### src/rtl/ux_upscale_sat_p2.sv
// ---------------------------------------------------------------------------
// ux_upscale_sat_p2
//
// Widens a narrow signed sample into a wider signed datapath word by a
// runtime left shift (y = x * 2^sh). The result is sign-extended and then
// saturated to the output range. Two pipeline stages sit behind a
// valid/ready handshake. Saturation is reported three ways: per sample
// (y_sat), as a sticky flag, and as a count that stops at its maximum.
//
// Ports
//   CLK         clock; all state changes on the rising edge
//   RESET       synchronous, active-high reset
//   CE          clock enable; when low all state holds and in_ready is 0
//   in_valid    x/sh are valid this cycle
//   in_ready    block accepts x/sh this cycle
//   x           signed input sample, InLength bits
//   sh          unsigned left-shift amount, sampled together with x
//   out_valid   y/y_sat are valid
//   out_ready   downstream accepts y this cycle
//   y           signed saturated result, OutLength bits
//   y_sat       this y was saturated (qualified by out_valid)
//   sat_sticky  set by any saturated transfer; cleared by sat_clr
//   sat_count   saturated transfers accepted downstream; stops at all-ones
//   sat_clr     clears sat_sticky and sat_count; wins over a same-cycle count
// ---------------------------------------------------------------------------
module ux_upscale_sat_p2 #(
  parameter int InLength   = 16,
  parameter int OutLength  = 24,
  parameter int ShiftWidth = 4,
  parameter int CountWidth = 16
) (
  input  logic                  CLK,
  input  logic                  RESET,
  input  logic                  CE,
  input  logic                  in_valid,
  output logic                  in_ready,
  input  logic [InLength-1:0]   x,
  input  logic [ShiftWidth-1:0] sh,
  output logic                  out_valid,
  input  logic                  out_ready,
  output logic [OutLength-1:0]  y,
  output logic                  y_sat,
  output logic                  sat_sticky,
  output logic [CountWidth-1:0] sat_count,
  input  logic                  sat_clr
);

  // The shifted product is wide enough that no shift amount loses bits.
  // Overflow detection therefore only needs to look at the bits above the
  // output sign bit.
  localparam int ProdWidth  = InLength + (1 << ShiftWidth) - 1;
  localparam int UpperWidth = ProdWidth - OutLength + 1;

  localparam logic [OutLength-1:0]  SatMax   = {1'b0, {(OutLength-1){1'b1}}};
  localparam logic [OutLength-1:0]  SatMin   = {1'b1, {(OutLength-1){1'b0}}};
  localparam logic [CountWidth-1:0] CountMax = {CountWidth{1'b1}};
  localparam logic [CountWidth-1:0] CountOne = {{(CountWidth-1){1'b0}}, 1'b1};

  logic                  adv;
  logic                  accept;
  logic                  xfer;
  logic [ProdWidth-1:0]  x_ext;
  logic [ProdWidth-1:0]  prod;
  logic [UpperWidth-1:0] prod_upper;
  logic                  ovf_hi;
  logic                  ovf_lo;

  logic                  s1_valid_q, s1_valid_d;
  logic [OutLength-1:0]  s1_low_q,   s1_low_d;
  logic                  s1_hi_q,    s1_hi_d;
  logic                  s1_lo_q,    s1_lo_d;
  logic                  out_valid_q, out_valid_d;
  logic [OutLength-1:0]  y_q,        y_d;
  logic                  y_sat_q,    y_sat_d;
  logic                  sat_sticky_q, sat_sticky_d;
  logic [CountWidth-1:0] sat_count_q,  sat_count_d;

  // Handshake. The pipeline moves as a whole whenever the output register is
  // empty or being drained, so a stall at the output freezes both stages.
  // A transfer also needs CE, otherwise the frozen output would be counted
  // again on the following enabled cycle.
  always_comb begin
    adv      = CE & (~out_valid_q | out_ready);
    in_ready = adv & ~RESET;
    accept   = in_valid & in_ready;
    xfer     = CE & out_valid_q & out_ready;
  end

  // Sign-extend, shift, and classify the product. The result overflows
  // high when it is positive and any upper bit is set, and overflows low
  // when it is negative and any upper bit is clear. Exactly hitting the most
  // negative output value keeps every upper bit set, so it is not
  // saturation.
  always_comb begin
    x_ext      = {{(ProdWidth-InLength){x[InLength-1]}}, x};
    prod       = x_ext << sh;
    prod_upper = prod[ProdWidth-1:OutLength-1];
    ovf_hi     = ~prod[ProdWidth-1] & (|prod_upper);
    ovf_lo     = prod[ProdWidth-1] & ~(&prod_upper);
  end

  // Next-state for both pipeline stages. Stage-1 data only loads on an
  // accepted sample, so bubbles leave the last real value in place and y
  // stays deterministic even though it is reloaded on every advance.
  always_comb begin
    s1_valid_d  = s1_valid_q;
    s1_low_d    = s1_low_q;
    s1_hi_d     = s1_hi_q;
    s1_lo_d     = s1_lo_q;
    out_valid_d = out_valid_q;
    y_d         = y_q;
    y_sat_d     = y_sat_q;
    if (adv) begin
      s1_valid_d = accept;
      if (accept) begin
        s1_low_d = prod[OutLength-1:0];
        s1_hi_d  = ovf_hi;
        s1_lo_d  = ovf_lo;
      end
      out_valid_d = s1_valid_q;
      if (s1_hi_q) begin
        y_d = SatMax;
      end else if (s1_lo_q) begin
        y_d = SatMin;
      end else begin
        y_d = s1_low_q;
      end
      y_sat_d = s1_hi_q | s1_lo_q;
    end
  end

  // Saturation accounting. A clear wins over a same-cycle saturated
  // transfer. The counter stops at all-ones instead of wrapping, and
  // nothing here changes while CE is low.
  always_comb begin
    sat_sticky_d = sat_sticky_q;
    sat_count_d  = sat_count_q;
    if (CE) begin
      if (sat_clr) begin
        sat_sticky_d = 1'b0;
        sat_count_d  = '0;
      end else if (xfer && y_sat_q) begin
        sat_sticky_d = 1'b1;
        if (sat_count_q != CountMax) begin
          sat_count_d = sat_count_q + CountOne;
        end
      end
    end
  end

  // State registers with synchronous reset. Reset drops anything that is
  // in flight.
  always_ff @(posedge CLK) begin
    if (RESET) begin
      s1_valid_q   <= 1'b0;
      s1_low_q     <= '0;
      s1_hi_q      <= 1'b0;
      s1_lo_q      <= 1'b0;
      out_valid_q  <= 1'b0;
      y_q          <= '0;
      y_sat_q      <= 1'b0;
      sat_sticky_q <= 1'b0;
      sat_count_q  <= '0;
    end else begin
      s1_valid_q   <= s1_valid_d;
      s1_low_q     <= s1_low_d;
      s1_hi_q      <= s1_hi_d;
      s1_lo_q      <= s1_lo_d;
      out_valid_q  <= out_valid_d;
      y_q          <= y_d;
      y_sat_q      <= y_sat_d;
      sat_sticky_q <= sat_sticky_d;
      sat_count_q  <= sat_count_d;
    end
  end

  // Drive the output ports from the registers.
  always_comb begin
    out_valid  = out_valid_q;
    y          = y_q;
    y_sat      = y_sat_q;
    sat_sticky = sat_sticky_q;
    sat_count  = sat_count_q;
  end

endmodule

### config.mk
export PLATFORM = sky130hd
export DESIGN_NAME = ux_upscale_sat_p2
export DESIGN_NICKNAME = d
export VERILOG_FILES = /design/src/rtl/ux_upscale_sat_p2.sv
export SDC_FILE = /design/constraint.sdc
export NUM_CORES = 1
export LEC_CHECK = 0
export CAP_MARGIN = 20
export CORE_ASPECT_RATIO = 0.7
export CORE_MARGIN = 1.5
export CORE_UTILIZATION = 49
export CTS_BUF_LIST = sky130_fd_sc_hd__clkbuf_4
export DETAILED_ROUTE_END_ITERATION = 8
export PLACE_DENSITY = 0.78
export SETUP_SLACK_MARGIN = 0.3
export SLEW_MARGIN = 25
export SYNTH_ARGS = -nofsm -noshare
export SYNTH_HDL_FRONTEND = slang
export SYNTH_SLANG_ARGS = --single-unit
### constraint.sdc
create_clock -name CLK -period 1.6 [get_ports CLK]
set_input_delay 0.16 -clock CLK [delete_from_list [all_inputs] [get_ports CLK]]
set_output_delay 0.16 -clock CLK [all_outputs]
set_load 0.005 [all_outputs]
Yosys cells after proc, flatten, opt, wreduce, memory -nomap -nowiden
Index checks and enable logic that the tools add are counted.
{ "classes": {"n_eq_ne": 1, "n_addsub": 1, "shift": 1, "n_mux": 7, "reduce_logical": 8, "bitwise_logic": 13} }
{ "op_table": {"columns": ["operator", "n"], "rows": [
  ["two-way mux 16 bit", 3],
  ["two-way mux 24 bit", 2],
  ["left shift 31 x 4 -> 31 bit", 1],
  ["adder 16 x 1 -> 16 bit, second input constant", 1],
  ["!= test 16 bit, second input constant", 1],
  ["AND reduction 8 bit", 1],
  ["OR reduction 8 bit", 1],
  ["bitwise AND 1 bit", 7],
  ["NOT 1 bit", 4],
  ["AND reduction 2 bit", 2],
  ["nonzero test 2 bit", 2],
  ["AND reduction 3 bit", 1],
  ["two-way mux 1 bit", 2],
  ["bitwise OR 1 bit", 2],
  ["logical AND 1 bit", 1]
]} }
{ "word_totals": {"output_inout_bits": 44, "register_bits": 70, "input_bits": 26, "word_cells": 40} }

Longest topological paths before layout
Gate-level depths: netlist of run 1.
{ "depth": {"ltp_word": 6, "mapped_depth": 8} }

Worst setup path before layout of run 1
OpenSTA, ideal clock, no wires.
{ "synth_path": {"path_type": "register to register", "start": "register sat_count_q[0], in the netlist sat_count[0]", "end": "register sat_count_q[4], in the netlist sat_count[4]", "setup_slack_ps": -14, "path_buffers": 0, "path_stages_with_launch": 7, "required_time_ps": 1472, "t_arrival_ps": 1487, "synth_period_minus_slack_ps": 1614, "path_cell_list": "dfxtp_1 > ha_1 > inv_1 > nor4_4 > a211oi_1 > xnor2_1 > nor2_1"} }
{ "synth_between": {"elab_chain_cells": 4} }
{ "synth_lines": {"columns": ["element", "line", "source"], "rows": [
  ["start, declared", "76", "logic [CountWidth-1:0] sat_count_q, sat_count_d;"],
  ["start signal, assigned", "173", "sat_count_q <= sat_count_d;"],
  ["adder 16 x 1 -> 16 bit", "145", "sat_count_d = sat_count_q + CountOne;"],
  ["two-way mux 16 bit", "144", "if (sat_count_q != CountMax) begin"],
  ["two-way mux 16 bit", "142", "end else if (xfer && y_sat_q) begin"],
  ["two-way mux 16 bit", "139", "if (sat_clr) begin"]
]} }
Several ways; a longest one is shown, not always the timed one. The select of a mux whose other input is x is not followed.
A chain may end at the register's enable or synchronous reset.

Worst setup path in the final report of run 1
{ "layout_path": {"start": "register sat_count_q[3], in the netlist sat_count[3]", "end": "register sat_count_q[7], in the netlist sat_count[7]"} }
The elaborated chain is that of the path after synthesis.

==> flow_metrics.env, run 1 <==
export IMPL_die_width_um=109
export IMPL_slowest_stage="dfxtp_2"
export IMPL_final_setup_skew_ps=22.9
export IMPL_grt_use_total=0.312
export IMPL_cp_data_required_time_ps=1950
export IMPL_powerDensity_nw_per_um2=651
export IMPL_ys_flop_type="dfxtp_1"
export IMPL_gr_total_overflow=0
export IMPL_cp_arrival_ps=2080
export IMPL_max_stage_delay_ps=410
export IMPL_drc_errors=0
export IMPL_initial_utilization=0.519
export IMPL_end_kind="flop"
export IMPL_max_freq_mhz=577
export IMPL_cts_root_buf="clkbuf_4"
export IMPL_synth_net_count=479
export IMPL_std_cell_rows=26
export IMPL_finalSetupViolCount=12
export IMPL_hold_slack_ps=376
export IMPL_vias=4952
export IMPL_fin_crit_sh=1.08
export IMPL_tns_ps=-824
export IMPL_dp_slack_ps=-499
export IMPL_hold_violations=0
export IMPL_place_hpwl_um=8640
export IMPL_synthCells=452
export IMPL_yosys_area_top_type="dfxtp_1"
export IMPL_seq_area_sq_um=1470
export IMPL_pin_count=70
export IMPL_netlist_area_leader_share=0.361
export IMPL_placed_cell_area_sq_um=5260
export IMPL_status="finished, violations left"
export IMPL_fp_dieH_um=77.5
export IMPL_synth_compound_area_share=0.214
export IMPL_firstDrtPassIters=7
export IMPL_synth_cell_type_count=54
export IMPL_htree_levels=3
export IMPL_coreArea_sq_um=7480
export IMPL_async_flop_share=0
export IMPL_grt_max_degree=49
export IMPL_synth_simple_area_share=0.189
export IMPL_power_leakage_nw=2.60
export IMPL_synth_top_family_by_area="compound AO/OA/AOI/OAI gates"
export IMPL_critical_path_top_delay_family="simple AND/OR/NAND/NOR gates"
export IMPL_path_class="reg -> reg"
export IMPL_ys_ff_latch=70
export IMPL_synth_edff_count=0
export IMPL_nNetsFinal=649
export IMPL_cts_hold_buf=0
export IMPL_ys_seq_area_frac=0.361
export IMPL_layout_cells_non_filler=726
export IMPL_fp_dieArea_sq_um=8480
export IMPL_syn2layout_area_growth_pct=67.8
export IMPL_numCtsBuffers=9
export IMPL_grt_pass1_wl_um=20400
export IMPL_wl_per_cell_um=25.3
export IMPL_cts_sinks=70
export IMPL_rsz0062_at_grt="true"
export IMPL_hp_class="in -> reg"
export IMPL_muxShareOfSynthArea=0.145
export IMPL_drv_cap=0
export IMPL_clk_latency_ps=470
export IMPL_synth_xor_area_frac=0.0316
export IMPL_clock_path_buffers=2
export IMPL_crit_chain="and4_1 -> nand4_1 -> buf_6 -> a211oi_4 -> xnor2_1 -> nor2_1"
export IMPL_final_max_slew_viol_count=0
export IMPL_grt_pass1_vias=4051
export IMPL_wl_um=18400
export IMPL_regToRegStartpoint="sat_count[3]$_SDFFE_PP0P_"
export IMPL_violations="negative setup slack"
export IMPL_cp_startpoint="sat_count[3]$_SDFFE_PP0P_"
export IMPL_place_gp_congestion=0.937
export IMPL_peakVddDrop_mv=0.687
export IMPL_tightestPinTransition_ps=689
export IMPL_drive_above_1_share=0.506
export IMPL_ys_top_cells_by_area="dfxtp_1, nor2_1, a211oi_1"
export IMPL_netlist_area_sq_um=3880
export IMPL_cp_num_buf_inv=1
export IMPL_critPathMaxFanout=3
export IMPL_min_from="sh[1]"
export IMPL_start_kind="flop"
export IMPL_antenna_left=0
export IMPL_place_inst=664
export IMPL_path_clk_slew_ps=110
export IMPL_min_period_ps=1730
export IMPL_port_buffers=69
export IMPL_syn_area_per_cell_sq_um=8.59
export IMPL_timing_slew_headroom=0.540
export IMPL_via_per_inst=6.82
export IMPL_final_area_sq_um=6520
export IMPL_multi_input_area_sq_um=2900
export IMPL_synthAdderAreaFrac=0.00322
export IMPL_setup_ws_ps=-134
export IMPL_yosysWarnings=0
export IMPL_n_fill_cell=307
export IMPL_antenna_found_initial=0
export IMPL_drt_iter0_drc=729
export IMPL_cts_tree="built"
## cell usage in the layout, fill, tap and decap left out, types with 5 or more instances in the layout
master           count
dlygate4sd2_1       46
mux2i_1             15
nand2_1             21
buf_6               37
nand4_1              5
a21oi_2             11
dfxtp_2             36
xnor2_1             12
clkbuf_4            11
nor3_1               7
nor2_2               5
buf_4               85
a21oi_1             32
dfxtp_4              5
dfxtp_1             29
o211ai_1             5
buf_12               7
nor2_1              62
nand3_1             11
mux4_2              11
nor2_4              10
a211oi_2            12
clkdlybuf4s50_1      7
buf_2                5
a211oi_1            21
## worst register-to-register path: stages (launching register included)
cell	delay [ps]
dfxtp_2	410
and4_1	270
nand4_1	280
buf_6	240
a211oi_4	200
xnor2_1	170
nor2_1	70
## power breakdown
group | total [mW] | internal [mW] | switching, mW
clock | 1.19 | 0.499 | 0.692
combinational | 1.17 | 0.550 | 0.619
sequential | 1.88 | 1.82 | 0.0623
total | 4.24 | 2.87 | 1.37
## sequential cells by signal (all words and copies together), names as in the netlist
name,flops
s1_low_q,24
y,24
sat_count,16
out_valid,1
s1_hi_q,1
s1_lo_q,1
s1_valid_q,1
sat_sticky,1
y_sat,1
## metrics by stage
stage / util / power, mW
detailed placement: 0.703 / 2.77
global placement: 0.703 / 2.74
CTS: 0.764 / 3.89
finish: 0.871 / 4.24
floorplan: - / 2.37
global route: 0.871 / 4.34
## per-layer routing
layer / part of all wire / GRT usage
met2: 0.45 / 0.473
met1: 0.37 / 0.414
met3: 0.12 / 0.0908
met4: 0.070 / 0.129
met5: 0 / 0
## layout make-up
cell class                      count  share of cell area
Tap cell                           98              0.0188
Clock buffer                       11              0.0127
Timing Repair Buffer              198               0.285
Antenna cell                        1            0.000384
Sequential cell                    70               0.225
Inverter                            8             0.00576
Multi-Input combinational cell    335               0.445
Clock inverter                      5             0.00768
## cells in the mapped netlist, drive strengths merged, types with 4 or more instances
master	instances
a211oi	36
a21oi	45
a22oi	5
a31o	4
and3	5
buf	19
clkbuf	20
dfxtp	70
inv	5
mux2	7
mux2i	19
mux4	12
nand2	27
nand3	14
nand4	5
nor2	77
nor3	12
nor4	7
o211ai	5
o21ai	9
xnor2	14
## logic make-up (layout without fill, tap and decap cells)
kind of cell / after synthesis / in the layout
multiplexers: 38 / 38
AO/OA/AOI/OAI: 124 / 124
flip-flops: 70 / 70
buffers and inverters: 47 / 222
other: 0 / 1
XOR/XNOR: 14 / 14
adder cells (fa/ha/maj): 1 / 1
AND/OR/NAND/NOR: 158 / 158
## path summary, 6_finish.rpt
| kind | cells after the start | to | slack, ps |
|---|---|---|---|
| max | 6 | sat_count[7]$_SDFFE_PP0P_ | -130 |
| min | 5 | s1_hi_q$_SDFFE_PP0P_ | 380 |
| max reg2reg | 6 | sat_count[7]$_SDFFE_PP0P_ | -130 |
| min reg2reg | 2 | s1_low_q[22]$_SDFFE_PP0P_ | 500 |
## what timing repair did
| action | 4_1_cts | 5_1_grt |
|---|---|---|
| setup buffers | 15 | 24 |
| pin swaps | 21 | 61 |
| endpoints found under the setup margin | 85 | 57 |
| cloned | 0 | 6 |
| gates resized for setup | 175 | 133 |
No activity file was read; power rests on OpenSTA's default activity.
==> run 2: changes to the inputs <==
CORE_MARGIN = not set   (was 1.5)
==> run 2 against run 1 <==
  * The run still ends with negative setup slack left
  * Critical endpoint is now sat_count[4]$_SDFFE_PP0P_
  * Clock power increased by 45%
  * Utilization up 0.70 points
  * Maximum frequency grew 1.1%
  * Sequential cell count did not move
  * Largest cell class unchanged
  * Non-clock buffer count fell by 2
  * Sequential power hardly changed
  * Design area grew 0.81%
  * Register-to-register slack gained 20 ps
  * First-iteration DRC count increased by 2.5%
  * Die area decreased by 2.2%
==> flow_metrics.env, run 2 (synthesis results as in run 1) <==
export IMPL_status="finished, violations left"
export IMPL_violations="negative setup slack"
export IMPL_place_gp_congestion=0.953
export IMPL_die_width_um=108
export IMPL_seq_area_sq_um=1460
export IMPL_tightestPinTransition_ps=542
export IMPL_tns_ps=-450
export IMPL_regToRegStartpoint="sat_count[13]$_SDFFE_PP0P_"
export IMPL_via_per_inst=7.16
export IMPL_syn2layout_area_growth_pct=69.1
export IMPL_hp_class="in -> reg"
export IMPL_crit_chain="nand4b_1 -> nor4_4 -> buf_6 -> a211oi_4 -> xnor2_1 -> nor2_1"
export IMPL_dp_slack_ps=-487
export IMPL_place_hpwl_um=8930
export IMPL_path_class="reg -> reg"
export IMPL_setup_ws_ps=-116
export IMPL_numCtsBuffers=9
export IMPL_power_leakage_nw=2.62
export IMPL_slowest_stage="nor4_4"
export IMPL_gr_total_overflow=0
export IMPL_final_max_slew_viol_count=0
export IMPL_final_common_cell="buf_4"
export IMPL_n_fill_cell=304
export IMPL_ff2ff_setup_slack_ps=-120
export IMPL_nNetsFinal=647
export IMPL_drv_cap=0
export IMPL_max_freq_mhz=583
export IMPL_min_from="out_ready"
export IMPL_firstDrtPassIters=6
export IMPL_path_clk_slew_ps=130
export IMPL_finalSetupViolCount=12
export IMPL_powerDensity_nw_per_um2=735
export IMPL_cp_startpoint="sat_count[13]$_SDFFE_PP0P_"
export IMPL_mostFrequentLayoutCells="buf_4, nor2_1, dlygate4sd2_1, dfxtp_2"
export IMPL_diodes=0
export IMPL_wl_um=20000
export IMPL_fp_dieH_um=76.5
export IMPL_r2r_end="sat_count[4]$_SDFFE_PP0P_"
export IMPL_crit_end="sat_count[4]$_SDFFE_PP0P_"
export IMPL_finalPower_mw=4.83
export IMPL_placed_cell_area_sq_um=5260
export IMPL_htree_levels=3
export IMPL_critPathMaxFanout=5
export IMPL_final_setup_skew_ps=23.3
export IMPL_reg2regPathDepth=6
export IMPL_vias=5176
export IMPL_cp_data_required_time_ps=1970
export IMPL_grt_pass1_vias=4562
export IMPL_timing_slew_headroom=0.638
export IMPL_pin_count=70
export IMPL_clk_latency_ps=470
export IMPL_fin_crit_sh=1.07
export IMPL_port_buffers=69
export IMPL_peakVddDrop_mv=0.714
export IMPL_min_period_ps=1720
export IMPL_initial_utilization=0.519
export IMPL_rsz0062_at_grt="true"
export IMPL_cts_root_buf="clkbuf_4"
export IMPL_start_kind="flop"
export IMPL_cts_tree="built"
export IMPL_wl_per_cell_um=27.6
export IMPL_grt_max_degree=35
export IMPL_cts_sinks=70
export IMPL_clock_path_buffers=2
export IMPL_std_cell_rows=26
export IMPL_cp_arrival_ps=2090
export IMPL_cts_hold_buf=0
export IMPL_drc_errors=0
export IMPL_max_stage_delay_ps=410
export IMPL_grt_use_total=0.395
export IMPL_drive_above_1_share=0.515
export IMPL_grt_pass1_wl_um=24900
export IMPL_antenna_left=0
export IMPL_antenna_found_initial=1
export IMPL_multi_input_area_sq_um=2900
export IMPL_final_area_sq_um=6570
export IMPL_end_kind="flop"
export IMPL_coreArea_sq_um=7480
export IMPL_fp_dieArea_sq_um=8290
export IMPL_drt_iter0_drc=747
export IMPL_hold_violations=0
## run 2: how the worst min path moves through the flow
stage	to	slack, ps	cells past startpoint
floorplan	s1_low_q[0]$_SDFFE_PP0P_	310	2
global placement	s1_low_q[1]$_SDFFE_PP0P_	440	2
detailed placement	s1_low_q[1]$_SDFFE_PP0P_	450	2
CTS	sat_sticky$_SDFFE_PP0P_	300	4
global route	sat_sticky$_SDFFE_PP0P_	300	4
finish	sat_sticky$_SDFFE_PP0P_	280	4
## run 2: per-stage QoR
step	hold slack [ps]	utilization	cells
finish	277	0.878	723
global route	298	0.878	723
CTS	304	0.805	706
detailed placement	449	0.703	664
global placement	443	0.703	664
floorplan	314	-	452
## run 2: area by class of cell
cell class                      count  share of cell area
Timing Repair Buffer              196               0.279
Tap cell                           98              0.0187
Sequential cell                    70               0.222
Clock inverter                      7              0.0221
Clock buffer                        9              0.0103
Multi-Input combinational cell    335               0.442
Inverter                            8             0.00571
## run 2: layer usage
| layer | share of wire | vias up | GRT usage |
|---|---|---|---|
| met2 | 0.43 | 570 | 0.607 |
| met5 | 0 | - | 0 |
| li1 | - | 2006 | - |
| met1 | 0.35 | 2424 | 0.499 |
| met4 | 0.074 | 0 | 0.182 |
| met3 | 0.14 | 176 | 0.130 |
## run 2: worst max-delay path, delay by kind of cell, from the launching register on
kind / cells / cell delay [ps]
and+or+nand+nor: 3 / 820
AOI/OAI and AO/OA: 1 / 70
buffers and inverters: 1 / 210
xor gates and xnor gates: 1 / 140
DFF: 1 / 380
## run 2: where the power goes
group / switching, mW / internal, mW / total, mW
logic: 0.655 / 0.558 / 1.21
clock network: 0.776 / 0.955 / 1.73
registers: 0.0665 / 1.82 / 1.88
total: 1.50 / 3.33 / 4.83
## run 2: what timing repair did
item / 4_1_cts / 5_1_grt
pin swaps: 48 / 59
setup endpoints to repair: 89 / 77
buffers inserted: 21 / 14
gates cloned: 5 / 3
gates resized for setup: 194 / 114
